[config.mk]
export PLATFORM = sky130hd
export DESIGN_NAME = alert_handler_esc_timer
export DESIGN_NICKNAME = d
export VERILOG_FILES = /design/src/rtl/alert_handler_pkg.sv /design/src/rtl/alert_handler_accu.sv /design/src/rtl/alert_handler_esc_timer.sv
export SDC_FILE = /design/constraint.sdc
export NUM_CORES = 1
export LEC_CHECK = 0
export BUFFER_PORTS_ARGS = -buffer_cell sky130_fd_sc_hd__buf_2
export CAP_MARGIN = 30
export CORE_MARGIN = 2
export CORE_UTILIZATION = 30
export DETAILED_ROUTE_END_ITERATION = 6
export RECOVER_POWER = 50
export SYNTH_ARGS = -nofsm -noshare
export SYNTH_HDL_FRONTEND = slang
export SYNTH_SLANG_ARGS = --single-unit
[constraint.sdc]
create_clock -name clk_i -period 6.1 [get_ports clk_i]
set_input_delay 1.83 -clock clk_i [delete_from_list [all_inputs] [get_ports clk_i]]
set_output_delay 1.83 -clock clk_i [all_outputs]
set_load 0.01 [all_outputs]
[src/rtl/alert_handler_pkg.sv]
// Shared types and default widths for the alert handler escalation path.
package alert_handler_pkg;

   localparam int AccuCntDwDef = 16;
   localparam int EscCntDwDef  = 32;
   localparam int NEscSevDef   = 4;
   localparam int N_PHASES     = 4;
   localparam int PHASE_DW     = 2;

   // Bit 2 marks an active escalation phase; bits [1:0] then carry the phase index.
   typedef enum logic [2:0] {
      Idle     = 3'b000,
      Timeout  = 3'b001,
      Terminal = 3'b011,
      Phase0   = 3'b100,
      Phase1   = 3'b101,
      Phase2   = 3'b110,
      Phase3   = 3'b111
   } cls_state_e;

endpackage

[src/rtl/alert_handler_accu.sv]
// Saturating per-class alert accumulator with threshold hit and overflow flag.
module alert_handler_accu
   import alert_handler_pkg::*;
#(
   parameter int AccuCntDw = AccuCntDwDef
) (
   input  logic                 clk_i,
   input  logic                 rst_ni,
   input  logic                 clr_i,
   input  logic                 trig_i,
   input  logic [AccuCntDw-1:0] thresh_i,
   output logic [AccuCntDw-1:0] cnt_o,
   output logic                 hit_o,
   output logic                 fail_o
);

   logic [AccuCntDw-1:0] cnt_q;
   logic                 sat;

   assign sat = &cnt_q;

   always_ff @(posedge clk_i) begin
      if (!rst_ni) begin
         cnt_q <= '0;
      end else if (clr_i) begin
         cnt_q <= '0;
      end else if (trig_i && !sat) begin
         cnt_q <= cnt_q + 1'b1;
      end
   end

   // Threshold is checked against the count before this alert is added.
   assign hit_o  = trig_i & (cnt_q >= thresh_i);
   assign fail_o = trig_i & sat;
   assign cnt_o  = cnt_q;

endmodule

[src/rtl/alert_handler_esc_timer.sv]
// Per-class escalation engine: interrupt timeout, four timed phases, severity mapping.
module alert_handler_esc_timer
   import alert_handler_pkg::*;
#(
   parameter int AccuCntDw = AccuCntDwDef,
   parameter int EscCntDw  = EscCntDwDef,
   parameter int N_ESC_SEV = NEscSevDef
) (
   input  logic                           clk_i,
   input  logic                           rst_ni,
   input  logic                           en_i,
   input  logic                           clr_i,
   input  logic                           accu_trig_i,
   input  logic [AccuCntDw-1:0]           accu_thresh_i,
   input  logic [EscCntDw-1:0]            timeout_cyc_i,
   input  logic                           intr_ack_i,
   input  logic [N_PHASES*EscCntDw-1:0]   phase_cyc_i,
   input  logic [N_ESC_SEV-1:0]           esc_en_i,
   input  logic [N_ESC_SEV*PHASE_DW-1:0]  esc_map_i,
   output logic [AccuCntDw-1:0]           accu_cnt_o,
   output logic                           accu_fail_o,
   output logic                           esc_trig_o,
   output logic [EscCntDw-1:0]            esc_cnt_o,
   output logic [2:0]                     esc_state_o,
   output logic [N_ESC_SEV-1:0]           esc_sig_o
);

   cls_state_e          state_q, state_d;
   logic [EscCntDw-1:0] cnt_q, cnt_d, cnt_inc, phase_cyc;
   logic                trig, hit, esc_trig_q, esc_trig_d;
   logic                timeout_end, phase_end;

   assign trig = accu_trig_i & en_i;

   alert_handler_accu #(
      .AccuCntDw(AccuCntDw)
   ) u_accu (
      .clk_i   (clk_i),
      .rst_ni  (rst_ni),
      .clr_i   (clr_i),
      .trig_i  (trig),
      .thresh_i(accu_thresh_i),
      .cnt_o   (accu_cnt_o),
      .hit_o   (hit),
      .fail_o  (accu_fail_o)
   );

   assign cnt_inc     = (&cnt_q) ? cnt_q : cnt_q + EscCntDw'(1);
   assign phase_cyc   = phase_cyc_i[int'(state_q[1:0])*EscCntDw +: EscCntDw];
   // A zero-length phase still lasts one cycle.
   assign phase_end   = (phase_cyc == '0) || (cnt_q >= phase_cyc - EscCntDw'(1));
   assign timeout_end = cnt_q >= timeout_cyc_i - EscCntDw'(1);

   always_comb begin
      state_d = state_q;
      cnt_d   = cnt_q;
      unique case (state_q)
         Idle: begin
            cnt_d = '0;
            if (hit) begin
               state_d = Phase0;
            end else if (trig && (timeout_cyc_i != '0)) begin
               state_d = Timeout;
            end
         end
         Timeout: begin
            if (hit || timeout_end) begin
               state_d = Phase0;
               cnt_d   = '0;
            end else if (intr_ack_i || !en_i) begin
               state_d = Idle;
               cnt_d   = '0;
            end else begin
               cnt_d = cnt_inc;
            end
         end
         Phase0, Phase1, Phase2, Phase3: begin
            if (phase_end) begin
               state_d = (state_q == Phase3) ? Terminal
                                             : cls_state_e'({1'b1, state_q[1:0] + 2'd1});
               cnt_d   = '0;
            end else begin
               cnt_d = cnt_inc;
            end
         end
         Terminal: cnt_d = '0;
         default: begin
            state_d = Idle;
            cnt_d   = '0;
         end
      endcase
      if (clr_i) begin
         state_d = Idle;
         cnt_d   = '0;
      end
   end

   // Phase0 is only reachable from Idle/Timeout, so this marks its first cycle.
   assign esc_trig_d = (state_d == Phase0) && (state_q != Phase0);

   always_ff @(posedge clk_i) begin
      if (!rst_ni) begin
         state_q    <= Idle;
         cnt_q      <= '0;
         esc_trig_q <= 1'b0;
      end else begin
         state_q    <= state_d;
         cnt_q      <= cnt_d;
         esc_trig_q <= esc_trig_d;
      end
   end

   for (genvar s = 0; s < N_ESC_SEV; s++) begin : g_sig
      assign esc_sig_o[s] = esc_en_i[s] & state_q[2] &
                            (state_q[1:0] == esc_map_i[s*PHASE_DW +: PHASE_DW]);
   end

   assign esc_trig_o  = esc_trig_q;
   assign esc_cnt_o   = cnt_q;
   assign esc_state_o = state_q;

endmodule

Yosys cells after proc, flatten, opt, wreduce, memory -nomap -nowiden
Index checks and enable logic that the tools add are counted.
{"block": "classes", "shift": 1, "bitwise_logic": 12, "reduce_logical": 15, "div_mod_pow": 0, "n_eq_ne": 12, "add_sub_neg": 5, "n_mux": 13, "multipliers": 0, "magnitude_cmp": 3}
{"op": "$mux W32", "n": 4}
{"op": "$shiftx A128 B8 Y32", "n": 1}
{"op": "$ge A32 B32 Y1", "n": 2}
{"op": "$pmux W32 S2", "n": 1}
{"op": "$sub A32 B1 Y32 const B", "n": 2}
{"op": "$add A32 B1 Y32 const B", "n": 1}
{"op": "$logic_not A32 Y1", "n": 1}
{"op": "$reduce_and A32 Y1", "n": 1}
{"op": "$reduce_bool A32 Y1", "n": 1}
{"op": "$mux W3", "n": 7}
{"op": "$add A16 B1 Y16 const B", "n": 1}
{"op": "$ge A16 B16 Y1", "n": 1}
{"op": "$reduce_and A16 Y1", "n": 1}
{"op": "$eq A3 B3 Y1 const B", "n": 5}
{"op": "$pmux W3 S4", "n": 1}
{"op": "$and A1 B1 Y1", "n": 11}
{"op": "$eq A2 B2 Y1", "n": 4}
{"op": "$reduce_or A4 Y1", "n": 1}
{"op": "$eq A3 B1 Y1 const B", "n": 1}
{"op": "$eq A3 B2 Y1 const B", "n": 1}
{"op": "$logic_and A1 B1 Y1", "n": 3}
{"op": "$logic_not A3 Y1", "n": 1}
{"op": "$logic_or A1 B1 Y1", "n": 3}
{"op": "$ne A3 B3 Y1 const B", "n": 1}
{"op": "4 further kinds", "n": 5}
{"block": "totals", "latch_bits": 0, "wordCells": 65, "mem_count": 0, "ff_bits": 52, "ramBits": 0, "romBits": 0}

Logic depth before layout (Yosys ltp)
{"block": "logic_depth", "depth_word": 9, "mapped_depth": 21, "depth_no_buf": 17}

Hierarchy
Synthesis repeated with hierarchy kept, for this count alone.
{"block": "hier_totals", "cells_unflattened": 755, "area_unflattened_um2": 6439.9}
{"module": "alert_handler_esc_timer", "cells_per_inst": 602, "seq_area_each_um2": 720.7, "instances": 1, "area_per_inst_um2": 5162.5}
{"module": "alert_handler_accu", "cells_per_inst": 153, "seq_area_each_um2": 320.3, "instances": 1, "area_per_inst_um2": 1277.5}

Least setup slack after synthesis
No wires, ideal clock.
{"block": "synth_path", "path_type": "input -> register", "from": "in timeout_cyc_i[5]", "to": "reg cnt_q[27], in the netlist esc_cnt_o[27]", "arrival_ns": 5.742, "required_ns": 6.036, "setup_slack_ns": 0.294, "cell_stages": 17, "n_path_buf": 1, "cell_sequence": "or4_1 > or4_1 > nor4_1 > nand2_1 > nor2_1 > nand2_1 > xor2_1 > ha_1 > a21o_1 > a21o_1 > a221oi_1 > o31a_1 > o21ai_0 > or4_1 > a21o_1 > buf_2 > nor2_1"}
{"block": "synth_between", "elab_chain_cells": 5}
{"element": "start, declared", "line_no": "alert_handler_esc_timer.sv:15", "rtl": "input logic [EscCntDw-1:0] timeout_cyc_i,"}
{"element": "$sub A32 B1 Y32", "line_no": "alert_handler_esc_timer.sv:52", "rtl": "assign timeout_end = cnt_q >= timeout_cyc_i - EscCntDw'(1);"}
{"element": "$ge A32 B32 Y1", "line_no": "alert_handler_esc_timer.sv:52"}
{"element": "$logic_or A1 B1 Y1", "line_no": "alert_handler_esc_timer.sv:67", "rtl": "if (hit || timeout_end) begin"}
{"element": "$mux W32", "line_no": "alert_handler_esc_timer.sv:67"}
{"element": "$pmux W32 S2", "line_no": "alert_handler_esc_timer.sv:57", "rtl": "unique case (state_q)"}
{"element": "end signal, assigned", "line_no": "alert_handler_esc_timer.sv:108", "rtl": "cnt_q <= cnt_d;"}
{"element": "end, declared", "line_no": "alert_handler_esc_timer.sv:29", "rtl": "logic [EscCntDw-1:0] cnt_q, cnt_d, cnt_inc, phase_cyc;"}
No other way between the ends.
A chain may end at the register's enable or synchronous reset.

Worst setup path after layout
{"block": "layout_path", "from": "in phase_cyc_i[45]", "to": "reg cnt_q[14], in the netlist esc_cnt_o[14]"}
{"block": "layout_between", "elab_chain_cells": 6, "elab_cells_between_ends": 7, "cone_classes": "1 x add/sub; 1 x order compare; 1 x shift; 2 x mux; 2 x reduce/logical"}
{"element": "start, declared", "line_no": "alert_handler_esc_timer.sv:17", "rtl": "input logic [N_PHASES*EscCntDw-1:0] phase_cyc_i,"}
{"element": "$shiftx A128 B8 Y32 *", "line_no": "alert_handler_esc_timer.sv:49", "rtl": "assign phase_cyc = phase_cyc_i[int'(state_q[1:0])*EscCntDw +: EscCntDw];"}
{"element": "$sub A32 B1 Y32", "line_no": "alert_handler_esc_timer.sv:51", "rtl": "assign phase_end = (phase_cyc == '0) || (cnt_q >= phase_cyc - EscCntDw'(1));"}
{"element": "$ge A32 B32 Y1", "line_no": "alert_handler_esc_timer.sv:51"}
{"element": "$logic_or A1 B1 Y1 *", "line_no": "alert_handler_esc_timer.sv:51"}
{"element": "$mux W32 *", "line_no": "alert_handler_esc_timer.sv:78", "rtl": "if (phase_end) begin"}
{"element": "$pmux W32 S2 *", "line_no": "alert_handler_esc_timer.sv:57"}
Every way passes the cells marked *; elsewhere a longest branch is shown, timed or not.

==> metrics.yaml <==
status: "complete, no violations"
drive_gt1_share_pct: 27.9
hold_viol_final: 0
slew_headroom_pct: 26.5
gr-total-overflow: 0
rsz0062_at_grt: "false"
synthFlopType: "dfxtp_1"
min-delay-start: "u_accu.cnt_o[11]$_SDFFE_PP0P_"
min_period_ns: 5.82
drt_iter0_drc: 260
crit_type: "primary input to flop"
cp-end-kind: "flop"
start_util_pct: 30.4
numCtsBuffers: 5
die_y_um: 150
utilization_pct: 39.2
synth_seq_area_share_pct: 16.3
min_path_cells: 2
ioPinCount: 251
layout_commonest_cell: "buf_2"
mappedNetlistArea_mm2: 0.00637
tightest_slew_ns: 1.09
synth_fp_nets: 1038
cpMaxStageDelayCell: "mux4_1"
synth_area_leader_cell: "ha_1"
worstPathCellList: "buf_2, mux4_1, or4_4, nor4_4, and2_4, nand2_2, nor4_1, xnor2_1, ha_1, nand2_1, nor4_1, buf_4, a21oi_1, o211ai_1, nor3_2, nand2_1, a21o_1, buf_12, nor2_1"
detail_route.wl_per_cell_um: 15.3
fmax_ghz: 0.172
holdPathEnd: "u_accu.cnt_o[11]$_SDFFE_PP0P_"
cts_tree: "yes"
reg2reg_setup_slack_ns: 0.90
antenna_found_initial: 2
cts.sinks: 52
crit_fanout: 24
postSynth.asyncResetShare_pct: 0
dieArea_mm2: 0.0224
synth_edf_count: 0
grt_pass1_wl_um: 31400
drc: 0
vdd_drop_max_v: 0.000104
hold_class: "flop to flop"
port_buffers: 250
grt_usage_pct: 17.6
firstDrtPassIters: 4
viasPerCell: 4.94
clk_latency_ns: 0.31
place.gp.congestion: 0.825
area_delta_synth_final_pct: 29.1
coreArea_mm2: 0.0210
ctsHtreeMaxLevel: 2
fin_skew_ns: 0.0156
r2r_cells: 20
r2r_start: "esc_state_o[0]$_SDFF_PN0_"
r2r-end: "esc_cnt_o[14]$_SDFF_PP0_"
yosys_warnings: 0
final_cell_mix: "buf_2 (202), nor2_1 (94), ha_1 (88), nand2_1 (66), xor2_1 (61)"
power_density_mw_per_mm2: 104
clkTransAtPathRegs_ns: 0.08
setup_viol: 0
ant_nets: 0
vias: 6442
hold_buffers: 0
max_stage_delay_ns: 0.58
dp_hpwl_um: 17100
worstPathRequired_ns: 6.34
first_global_vias: 6210
clockBufferDepth: 2
fin_nets: 1308
wl_um: 19900
final.period_utilization_pct: 95.5
yosysUniqueCellTypes: 67
report.final.slew_viol_count: 0
grt_max_degree: 25
placementRows: 53
clockRootBuffer: "clkbuf_16"
avgSynthCellArea_um2: 8.42
ys_ff_latch: 52
crit_arrival_ns: 6.06
synth_top_area_share_pct: 17.3
die_width_um: 150
start_kind: "primary input"
synth_cells: 756
synth_area_leaders: "ha_1 (17%), dfxtp_1 (16%), mux4_2 (10%)"
leakagePower_nw: 3.47
fin_total_pwr_mw: 0.857
cap_viol_max_count: 0
-- layout make-up --
cell class / count / area [um^2]
clock buffers: 5 / 125
multi-input cells: 655 / 5130
inverters: 32 / 120
repair buffers: 280 / 1430
fillers: 2205 / 12700
diodes: 1 / 2.50
flip-flops and latches: 52 / 1040
well taps: 275 / 344
clock inverters: 3 / 26.3
-- flip-flops by register name, summed over array words and instances (netlist names) --
signal and cells:
esc_state_o 3, esc_trig_o 1, u_accu.cnt_o 16, esc_cnt_o 32
-- critical path, delay by kind of cell --
| family | cells | cell delay, ns |
|---|---|---|
| mux | 1 | 0.58 |
| simple gates | 10 | 2.25 |
| compound gates | 3 | 0.52 |
| xor+xnor | 1 | 0.18 |
| buf+inv | 3 | 0.41 |
| fa+ha+maj | 1 | 0.27 |
-- stage by stage --
| stage | area, um^2 | std cells | setup TNS, ns | hold WS (ns) | worst slack [ns] |
|---|---|---|---|---|---|
| floorplan | 6370 | 756 | 0 | 0.530 | 0.294 |
| global placement | 8110 | 1294 | -2.67 | 0.547 | -0.103 |
| detailed placement | 8110 | 1294 | -4.18 | 0.545 | -0.170 |
| CTS | 8260 | 1302 | 0 | 0.555 | 0.108 |
| global route | 8220 | 1302 | 0 | 0.607 | 0.00961 |
| finish | 8220 | 1303 | 0 | 0.554 | 0.276 |
-- cell usage after synthesis, types with 7 or more instances --
master and instances:
a21o_1 8, a21oi_1 36, and3_1 12, and4_1 10, buf_2 7, dfxtp_1 52
ha_1 88, inv_1 32, mux4_2 29, nand2_1 66, nand2b_1 8, nand3_1 15
nand3b_1 7, nand4_1 23, nor2_1 95, nor3_1 27, nor4_1 14, o21ai_0 19
or3_1 7, or4_1 8, xnor2_1 49, xor2_1 61
-- worst max-delay path by stage --
stage	start	slack [ns]	end
after global placement	timeout_cyc_i[5]	-0.10	esc_cnt_o[1]$_SDFF_PP0_
after floorplan	timeout_cyc_i[5]	0.29	esc_cnt_o[27]$_SDFF_PP0_
after detailed placement	timeout_cyc_i[5]	-0.17	esc_cnt_o[14]$_SDFF_PP0_
after global routing	timeout_cyc_i[5]	0.01	esc_cnt_o[13]$_SDFF_PP0_
after CTS	timeout_cyc_i[5]	0.11	esc_cnt_o[14]$_SDFF_PP0_
final	phase_cyc_i[45]	0.28	esc_cnt_o[14]$_SDFF_PP0_
-- repair_timing --
item	in CTS	in global routing
buffers inserted	0	0
setup endpoints to repair	0	35
gates resized for setup	0	7
-- per-layer routing --
layer	share of wire (%)	track usage, %
met1	47	23.9
met2	47	29.6
met3	5.1	3.08
met4	0.96	3.30
met5	0	0
-- logic make-up (layout without fill, tap and decap cells) --
family,count (synthesis),after routing,synth area share [%]
other,0,1,0
XOR/XNOR,110,110,15.1
AND/OR/NAND/NOR,319,319,25.6
adder cells (fa/ha/maj),88,88,17.3
AO/OA/AOI/OAI,100,100,9.98
multiplexers,38,38,12.2
buffers and inverters,49,320,3.44
flip-flops,52,52,16.3
-- power breakdown --
part	total, mW	switching [mW]	internal [mW]
Sequential	0.341	0.00165	0.340
Combinational	0.218	0.101	0.117
Clock	0.298	0.142	0.155
Note: power is estimated with default switching activity, not from simulation.
